<file path="src/rtl/multicycle_main_fsm.sv">
// multicycle_main_fsm
//   Main control FSM for a multicycle RV32I datapath with a shared ALU and a
//   shared instruction/data memory. Each instruction walks through FETCH,
//   DECODE and then an opcode-specific path (MEMADR/MEMREAD/MEMWB,
//   MEMADR/MEMWRITE, EXECR/EXECI/ALUWB, BEQ, JAL/ALUWB). Unsupported opcodes
//   park the FSM in TRAP with a sticky illegal flag until reset.
//
// Parameters
//   MEM_LAT  extra wait cycles per memory access (FETCH, MEMREAD, MEMWRITE)
//   CNT_W    width of the wait-state counter, MEM_LAT < 2**CNT_W
//
// Ports
//   clk, reset_n            rising-edge clock, asynchronous active-low reset
//   op[6:0], zero           opcode from the instruction register, ALU zero flag
//   pcWrite, adrSrc, irWrite, memWrite, regWrite
//                           datapath enables and the memory address select
//   resultSrc, aluSrcA, aluSrcB, ALUOp
//                           datapath mux selects and the ALU decoder hint
//   immSrc[2:0]             immediate format, combinational from op
//   instrDone               one-cycle pulse in the last cycle of an instruction
//   illegal                 sticky: an unsupported opcode reached DECODE
//   state[3:0]              current state encoding for debug
//
// Optional feature
//   RV_UPPER_IMM_EN  adds lui (LUI state) and auipc (AUIPC state); when it is
//   undefined both opcodes trap and immSrc=100 / resultSrc=11 never occur.
//
// Handshake: there is none; the datapath is slave to the Moore outputs and the
//   memory is assumed ready after exactly MEM_LAT+1 cycles of each access.

module multicycle_main_fsm #(
  parameter int MEM_LAT = 0,
  parameter int CNT_W   = 4
) (
  input  logic       clk,
  input  logic       reset_n,
  input  logic [6:0] op,
  input  logic       zero,
  output logic       pcWrite,
  output logic       adrSrc,
  output logic       irWrite,
  output logic       memWrite,
  output logic       regWrite,
  output logic [1:0] resultSrc,
  output logic [1:0] aluSrcA,
  output logic [1:0] aluSrcB,
  output logic [1:0] ALUOp,
  output logic [2:0] immSrc,
  output logic       instrDone,
  output logic       illegal,
  output logic [3:0] state
);

  localparam logic [3:0] S_FETCH    = 4'd0;
  localparam logic [3:0] S_DECODE   = 4'd1;
  localparam logic [3:0] S_MEMADR   = 4'd2;
  localparam logic [3:0] S_MEMREAD  = 4'd3;
  localparam logic [3:0] S_MEMWB    = 4'd4;
  localparam logic [3:0] S_MEMWRITE = 4'd5;
  localparam logic [3:0] S_EXECR    = 4'd6;
  localparam logic [3:0] S_EXECI    = 4'd7;
  localparam logic [3:0] S_ALUWB    = 4'd8;
  localparam logic [3:0] S_BEQ      = 4'd9;
  localparam logic [3:0] S_JAL      = 4'd10;
  localparam logic [3:0] S_TRAP     = 4'd11;
  localparam logic [3:0] S_LUI      = 4'd12;
  localparam logic [3:0] S_AUIPC    = 4'd13;

  localparam logic [6:0] OP_LW    = 7'b0000011;
  localparam logic [6:0] OP_SW    = 7'b0100011;
  localparam logic [6:0] OP_R     = 7'b0110011;
  localparam logic [6:0] OP_I     = 7'b0010011;
  localparam logic [6:0] OP_BEQ   = 7'b1100011;
  localparam logic [6:0] OP_JAL   = 7'b1101111;
  localparam logic [6:0] OP_LUI   = 7'b0110111;
  localparam logic [6:0] OP_AUIPC = 7'b0010111;

  localparam logic [CNT_W-1:0] LAT = CNT_W'(MEM_LAT);

  logic [3:0]       state_q, state_d;
  logic [CNT_W-1:0] cnt_q, cnt_d;
  logic             illegal_q, illegal_d;

  logic mem_state;
  logic last;
  logic pc_update, branch;
  logic ir_write_raw, mem_write_raw, reg_write_raw;

  assign mem_state = (state_q == S_FETCH) || (state_q == S_MEMREAD) ||
                     (state_q == S_MEMWRITE);
  assign last      = (cnt_q == LAT);

  // State register
  always_ff @(posedge clk or negedge reset_n) begin
    if (!reset_n) begin
      state_q   <= S_FETCH;
      cnt_q     <= '0;
      illegal_q <= 1'b0;
    end else begin
      state_q   <= state_d;
      cnt_q     <= cnt_d;
      illegal_q <= illegal_d;
    end
  end

  // Next-state logic
  always_comb begin
    state_d   = state_q;
    illegal_d = illegal_q;
    case (state_q)
      S_FETCH:    if (last) state_d = S_DECODE;
      S_DECODE: begin
        case (op)
          OP_LW, OP_SW: state_d = S_MEMADR;
          OP_R:         state_d = S_EXECR;
          OP_I:         state_d = S_EXECI;
          OP_BEQ:       state_d = S_BEQ;
          OP_JAL:       state_d = S_JAL;
`ifdef RV_UPPER_IMM_EN
          OP_LUI:       state_d = S_LUI;
          OP_AUIPC:     state_d = S_AUIPC;
`endif
          default: begin
            state_d   = S_TRAP;
            illegal_d = 1'b1;
          end
        endcase
      end
      // Only lw/sw reach MEMADR; op[5] is the bit that separates them.
      S_MEMADR:   state_d = op[5] ? S_MEMWRITE : S_MEMREAD;
      S_MEMREAD:  if (last) state_d = S_MEMWB;
      S_MEMWB:    state_d = S_FETCH;
      S_MEMWRITE: if (last) state_d = S_FETCH;
      S_EXECR:    state_d = S_ALUWB;
      S_EXECI:    state_d = S_ALUWB;
      S_ALUWB:    state_d = S_FETCH;
      S_BEQ:      state_d = S_FETCH;
      S_JAL:      state_d = S_ALUWB;
      S_TRAP:     state_d = S_TRAP;
`ifdef RV_UPPER_IMM_EN
      S_LUI:      state_d = S_FETCH;
      S_AUIPC:    state_d = S_ALUWB;
`endif
      default:    state_d = S_FETCH;
    endcase
    // Counter restarts at 0 on every state entry; it only runs while a
    // memory state is waiting (not yet at its last cycle).
    cnt_d = (mem_state && !last) ? cnt_q + 1'b1 : '0;
  end

  // Output logic (Moore)
  always_comb begin
    pc_update     = 1'b0;
    branch        = 1'b0;
    adrSrc        = 1'b0;
    ir_write_raw  = 1'b0;
    mem_write_raw = 1'b0;
    reg_write_raw = 1'b0;
    resultSrc     = 2'b00;
    aluSrcA       = 2'b00;
    aluSrcB       = 2'b00;
    ALUOp         = 2'b00;
    instrDone     = 1'b0;
    case (state_q)
      S_FETCH: begin
        aluSrcB      = 2'b10;
        resultSrc    = 2'b10;
        ir_write_raw = last;
        pc_update    = last;
      end
      S_DECODE: begin
        aluSrcA = 2'b01;
        aluSrcB = 2'b01;
      end
      S_MEMADR: begin
        aluSrcA = 2'b10;
        aluSrcB = 2'b01;
      end
      S_MEMREAD:  adrSrc = 1'b1;
      S_MEMWB: begin
        resultSrc     = 2'b01;
        reg_write_raw = 1'b1;
        instrDone     = 1'b1;
      end
      S_MEMWRITE: begin
        adrSrc        = 1'b1;
        mem_write_raw = last;
        instrDone     = last;
      end
      S_EXECR: begin
        aluSrcA = 2'b10;
        ALUOp   = 2'b10;
      end
      S_EXECI: begin
        aluSrcA = 2'b10;
        aluSrcB = 2'b01;
        ALUOp   = 2'b10;
      end
      S_ALUWB: begin
        reg_write_raw = 1'b1;
        instrDone     = 1'b1;
      end
      S_BEQ: begin
        aluSrcA   = 2'b10;
        ALUOp     = 2'b01;
        branch    = 1'b1;
        instrDone = 1'b1;
      end
      S_JAL: begin
        aluSrcA   = 2'b01;
        aluSrcB   = 2'b10;
        pc_update = 1'b1;
      end
`ifdef RV_UPPER_IMM_EN
      S_LUI: begin
        resultSrc     = 2'b11;
        reg_write_raw = 1'b1;
        instrDone     = 1'b1;
      end
      S_AUIPC: begin
        aluSrcA = 2'b01;
        aluSrcB = 2'b01;
      end
`endif
      default: ;
    endcase
  end

  // Immediate format is a pure function of the opcode.
  always_comb begin
    case (op)
      OP_SW:    immSrc = 3'b001;
      OP_BEQ:   immSrc = 3'b010;
      OP_JAL:   immSrc = 3'b011;
`ifdef RV_UPPER_IMM_EN
      OP_LUI,
      OP_AUIPC: immSrc = 3'b100;
`endif
      default:  immSrc = 3'b000;
    endcase
  end

  // Write enables are held off for as long as reset is asserted, even though
  // the state register already shows FETCH.
  assign pcWrite  = reset_n & (pc_update | (branch & zero));
  assign irWrite  = reset_n & ir_write_raw;
  assign memWrite = reset_n & mem_write_raw;
  assign regWrite = reset_n & reg_write_raw;
  assign illegal  = illegal_q;
  assign state    = state_q;

endmodule

</file>
<file path="config.mk">
export PLATFORM = sky130hd
export DESIGN_NAME = multicycle_main_fsm
export DESIGN_NICKNAME = d
export VERILOG_FILES = /design/src/rtl/multicycle_main_fsm.sv
export SDC_FILE = /design/constraint.sdc
export NUM_CORES = 1
export LEC_CHECK = 0
export BUFFER_PORTS_ARGS = -buffer_cell sky130_fd_sc_hd__buf_2
export CAP_MARGIN = 20
export CELL_PAD_IN_SITES_DETAIL_PLACEMENT = 0
export CELL_PAD_IN_SITES_GLOBAL_PLACEMENT = 2
export CORE_MARGIN = 5
export CORE_UTILIZATION = 26
export DETAILED_ROUTE_END_ITERATION = 10
export GPL_ROUTABILITY_DRIVEN = 1
export GPL_TIMING_DRIVEN = 0
export PLACE_DENSITY = 0.78
export SLEW_MARGIN = 0
export SYNTH_ARGS = -nofsm -noshare
export SYNTH_HDL_FRONTEND = slang
export SYNTH_SLANG_ARGS = --single-unit
</file>
<file path="constraint.sdc">
create_clock -name clk -period 2.2 [get_ports clk]
set_input_delay 0.22 -clock clk [delete_from_list [all_inputs] [get_ports clk]]
set_output_delay 0.22 -clock clk [all_outputs]
set_load 0.02 [all_outputs]
</file>
==> impl_metrics.toml <==
[cts]
h-tree-depth = 1
clock_latency_ns = 0.27
clk_path_buf_depth = 2
cts_buffers = 3
cts_sinks = 9
tritoncts = "yes"
cts_root_buf = "clkbuf_4"
clk_pin_slew_ns = 0.06

[synthesis]
ys.warnings.count = 0
synth_top_area_frac = 0.271
ys_ff_latch = 9
synth_cells = 108
syn-mean-instance-area_um2 = 7.69
yosysUniqueCellTypes = 34
synth_area_leader_cell = "dfrtp_1"
syn_area_um2 = 831
synth.area.top_cells = "dfrtp_1 (27%), nor2_1 (6.8%), a21oi_1 (5.4%), xnor2_1 (4.2%), nand2b_1 (3.8%)"
seq_area_frac_synth = 0.271
syn_nets = 120

[global_routing]
grt_antenna_before_repair = 0
grt_pass1_vias = 846
grt_pass1_wl_um = 3920
track_usage = 0.113
grt_max_degree = 14
grt-ovfl-total = 0

[setup_path]
crit_fanout = 4
reg2reg_depth = 7
reg2reg_from = "cnt_q[0]"
path_class = "flop to primary output"
cp-start-kind = "flop"
critPathRequiredTime_ns = 1.98
crit_path_end_kind = "primary output"
r2r-end = "state[0]"
crit_arrival_ns = 1.91
crit_path_end = "pcWrite"
r2r_slack_ns = 0.25
crit_start = "cnt_q[0]"

[drt]
routed_wl_um = 2360
num_vias = 895
via_per_inst = 4.71
dr.pass1.iters = 4
wl_per_cell_um = 12.4
drtIter0Drc = 35
drc = 0
antenna_left = 0

[min_path]
hp-class = "input port to asynchronous set/reset pin"

[pwr]
switchingPower_mw = 0.692
p_leak_nw = 0.537
p_comb_frac = 0.723
seqPwrFrac = 0.178
power_density_nw_per_um2 = 1180
peakVddDrop_mv = 0.266
switching_share = 0.534
p_int_mw = 0.605
clockPowerShare = 0.099

[sta]
skew_ns = 0.00241
fmaxAchievable_mhz = 469
layout_setup_ws_ns = 0.0691
period_share = 0.969
finalSetupViolCount = 0
final-hold-violation-count = 0
report.final.slew_viol_count = 0
finalCriticalPeriod_ns = 2.13

[floorplanning]
die_h_um = 66.5
fp-row-count = 20
num_io_pins = 32
dieArea_um2 = 4430
die_x_um = 66.5
start_util = 0.272
coreArea_um2 = 3050

[place]
place_ws_ns = 0.343
place_area_um2 = 1040
io_buffers = 30
gp_congestion = 0.782
hpwl_um = 1840

[layout]
final_nets = 159
layout-drive-gt1-share = 0.322
design_area_um2 = 1100
diodes = 0
area_growth_syn_to_layout_pct = 31.9

[status]
status = "finished, final reports clean"

[run]
cap_violations = 0
worst max-delay path, stage by stage, from the launching register on:
cell and delay, ns:
dfrtp_1 0.40, inv_1 0.07, ha_1 0.16, or3b_4 0.42, nor4_2 0.16, a21oi_1 0.06
nor3b_1 0.18, buf_2 0.19
per-layer routing:
layer  track usage  vias to the layer above  part of all wire
li1              -                      455                 -
met2         0.188                       31              0.45
met3        0.0219                        3             0.069
met1         0.149                      406              0.48
met5             0                        -                 0
met4        0.0305                        0            0.0080
worst min path at each step:
| stage | startpoint | depth (start not counted) | slack (ns) | endpoint |
|---|---|---|---|---|
| global route | reset_n | 2 | 0.37 | cnt_q[3] |
| detailed placement | reset_n | 1 | 0.11 | state[3] |
| CTS | reset_n | 2 | 0.36 | state[3] |
| finish | reset_n | 2 | 0.36 | cnt_q[3] |
| floorplan | reset_n | 0 | -0.08 | cnt_q[0] |
| global placement | reset_n | 1 | 0.11 | cnt_q[3] |
cells in the mapped netlist:
cell       instances
and3b_1            1
nand2_1            4
and3_1             2
a21o_1             4
dfrtp_1            9
nand2b_1           5
nand3_1            3
or3b_4             1
nor3b_1            3
nor3_1             6
or3_1              2
a21oi_1            9
nand4bb_1          1
nor4_2             1
mux2i_1            1
nor2_1            15
a311o_1            1
a21boi_0           1
conb_1             1
inv_1              5
o221ai_1           1
o21ai_0            4
a211o_1            2
o31ai_1            1
xnor2_1            4
nor2b_1            4
nor4_1             2
buf_4              2
buf_2              5
o22ai_1            2
nand3b_1           1
xor2_1             2
nor3b_2            1
ha_1               2
through the flow:
stage / power [mW] / std cells / TNS [ns] / hold WS [ns] / util
2_1_floorplan: 0.907 / 108 / 0 / -0.0756 / -
3_3_place_gp: 1.17 / 182 / 0 / 0.110 / 0.339
3_5_place_dp: 1.18 / 182 / 0 / 0.113 / 0.339
4_1_cts: 1.32 / 187 / 0 / 0.361 / 0.352
5_1_grt: 1.43 / 190 / -0.00331 / 0.373 / 0.359
6_report: 1.30 / 190 / 0 / 0.362 / 0.359
what timing repair did:
| item | in CTS | in global routing |
|---|---|---|
| endpoints found under the setup margin | 0 | 2 |
| hold buffers | 1 | 0 |
| buffers inserted | 0 | 3 |
| endpoints found under the hold margin | 9 | 0 |
| gates resized for setup | 0 | 0 |
cell type report:
class / instances / area [um^2]
Multi-Input combinational cell: 87 / 547
Fill cell: 369 / 1960
Clock inverter: 1 / 5.00
Inverter: 5 / 18.8
Tap cell: 44 / 55.1
Sequential cell: 9 / 225
Timing Repair Buffer: 34 / 183
Buffer: 7 / 40.0
Clock buffer: 3 / 22.5
flip-flops by register name, indices dropped and copies added (netlist names):
signal	cells
cnt_q	4
state	4
illegal	1
cell usage in the layout, fill, tap and decap left out, types with 2 or more instances in the layout:
cell	n
o22ai_1	2
and3_1	2
dfrtp_1	9
buf_4	5
nor2b_1	4
nand2b_1	5
nor3_1	6
nor4_1	2
inv_1	5
a21oi_1	9
nand2_1	4
clkbuf_4	3
xor2_1	2
nor2_1	15
xnor2_1	4
a211o_1	2
ha_1	2
nand3_1	3
or3_1	2
o21ai_0	4
buf_2	35
nor3b_1	3
a21o_1	4
power by group through the flow:
| stage | clock network [mW] | registers [mW] | logic, mW |
|---|---|---|---|
| after floorplan | 0 | 0.267 | 0.640 |
| after global placement | 0 | 0.235 | 0.940 |
| after detailed placement | 0 | 0.235 | 0.947 |
| after CTS | 0.134 | 0.232 | 0.950 |
| after global routing | 0.146 | 0.241 | 1.04 |
| final | 0.129 | 0.231 | 0.937 |
cells by family after synthesis:
logic type | Yosys count | synth area share
buffers and inverters | 12 | 0.0708
XOR/XNOR | 6 | 0.0633
multiplexers | 1 | 0.0120
AND/OR/NAND/NOR | 52 | 0.357
AO/OA/AOI/OAI | 25 | 0.191
flip-flops | 9 | 0.271
adder cells (fa/ha/maj) | 2 | 0.0301
other | 1 | 0.00451
Power figures use the tool's default switching activity.
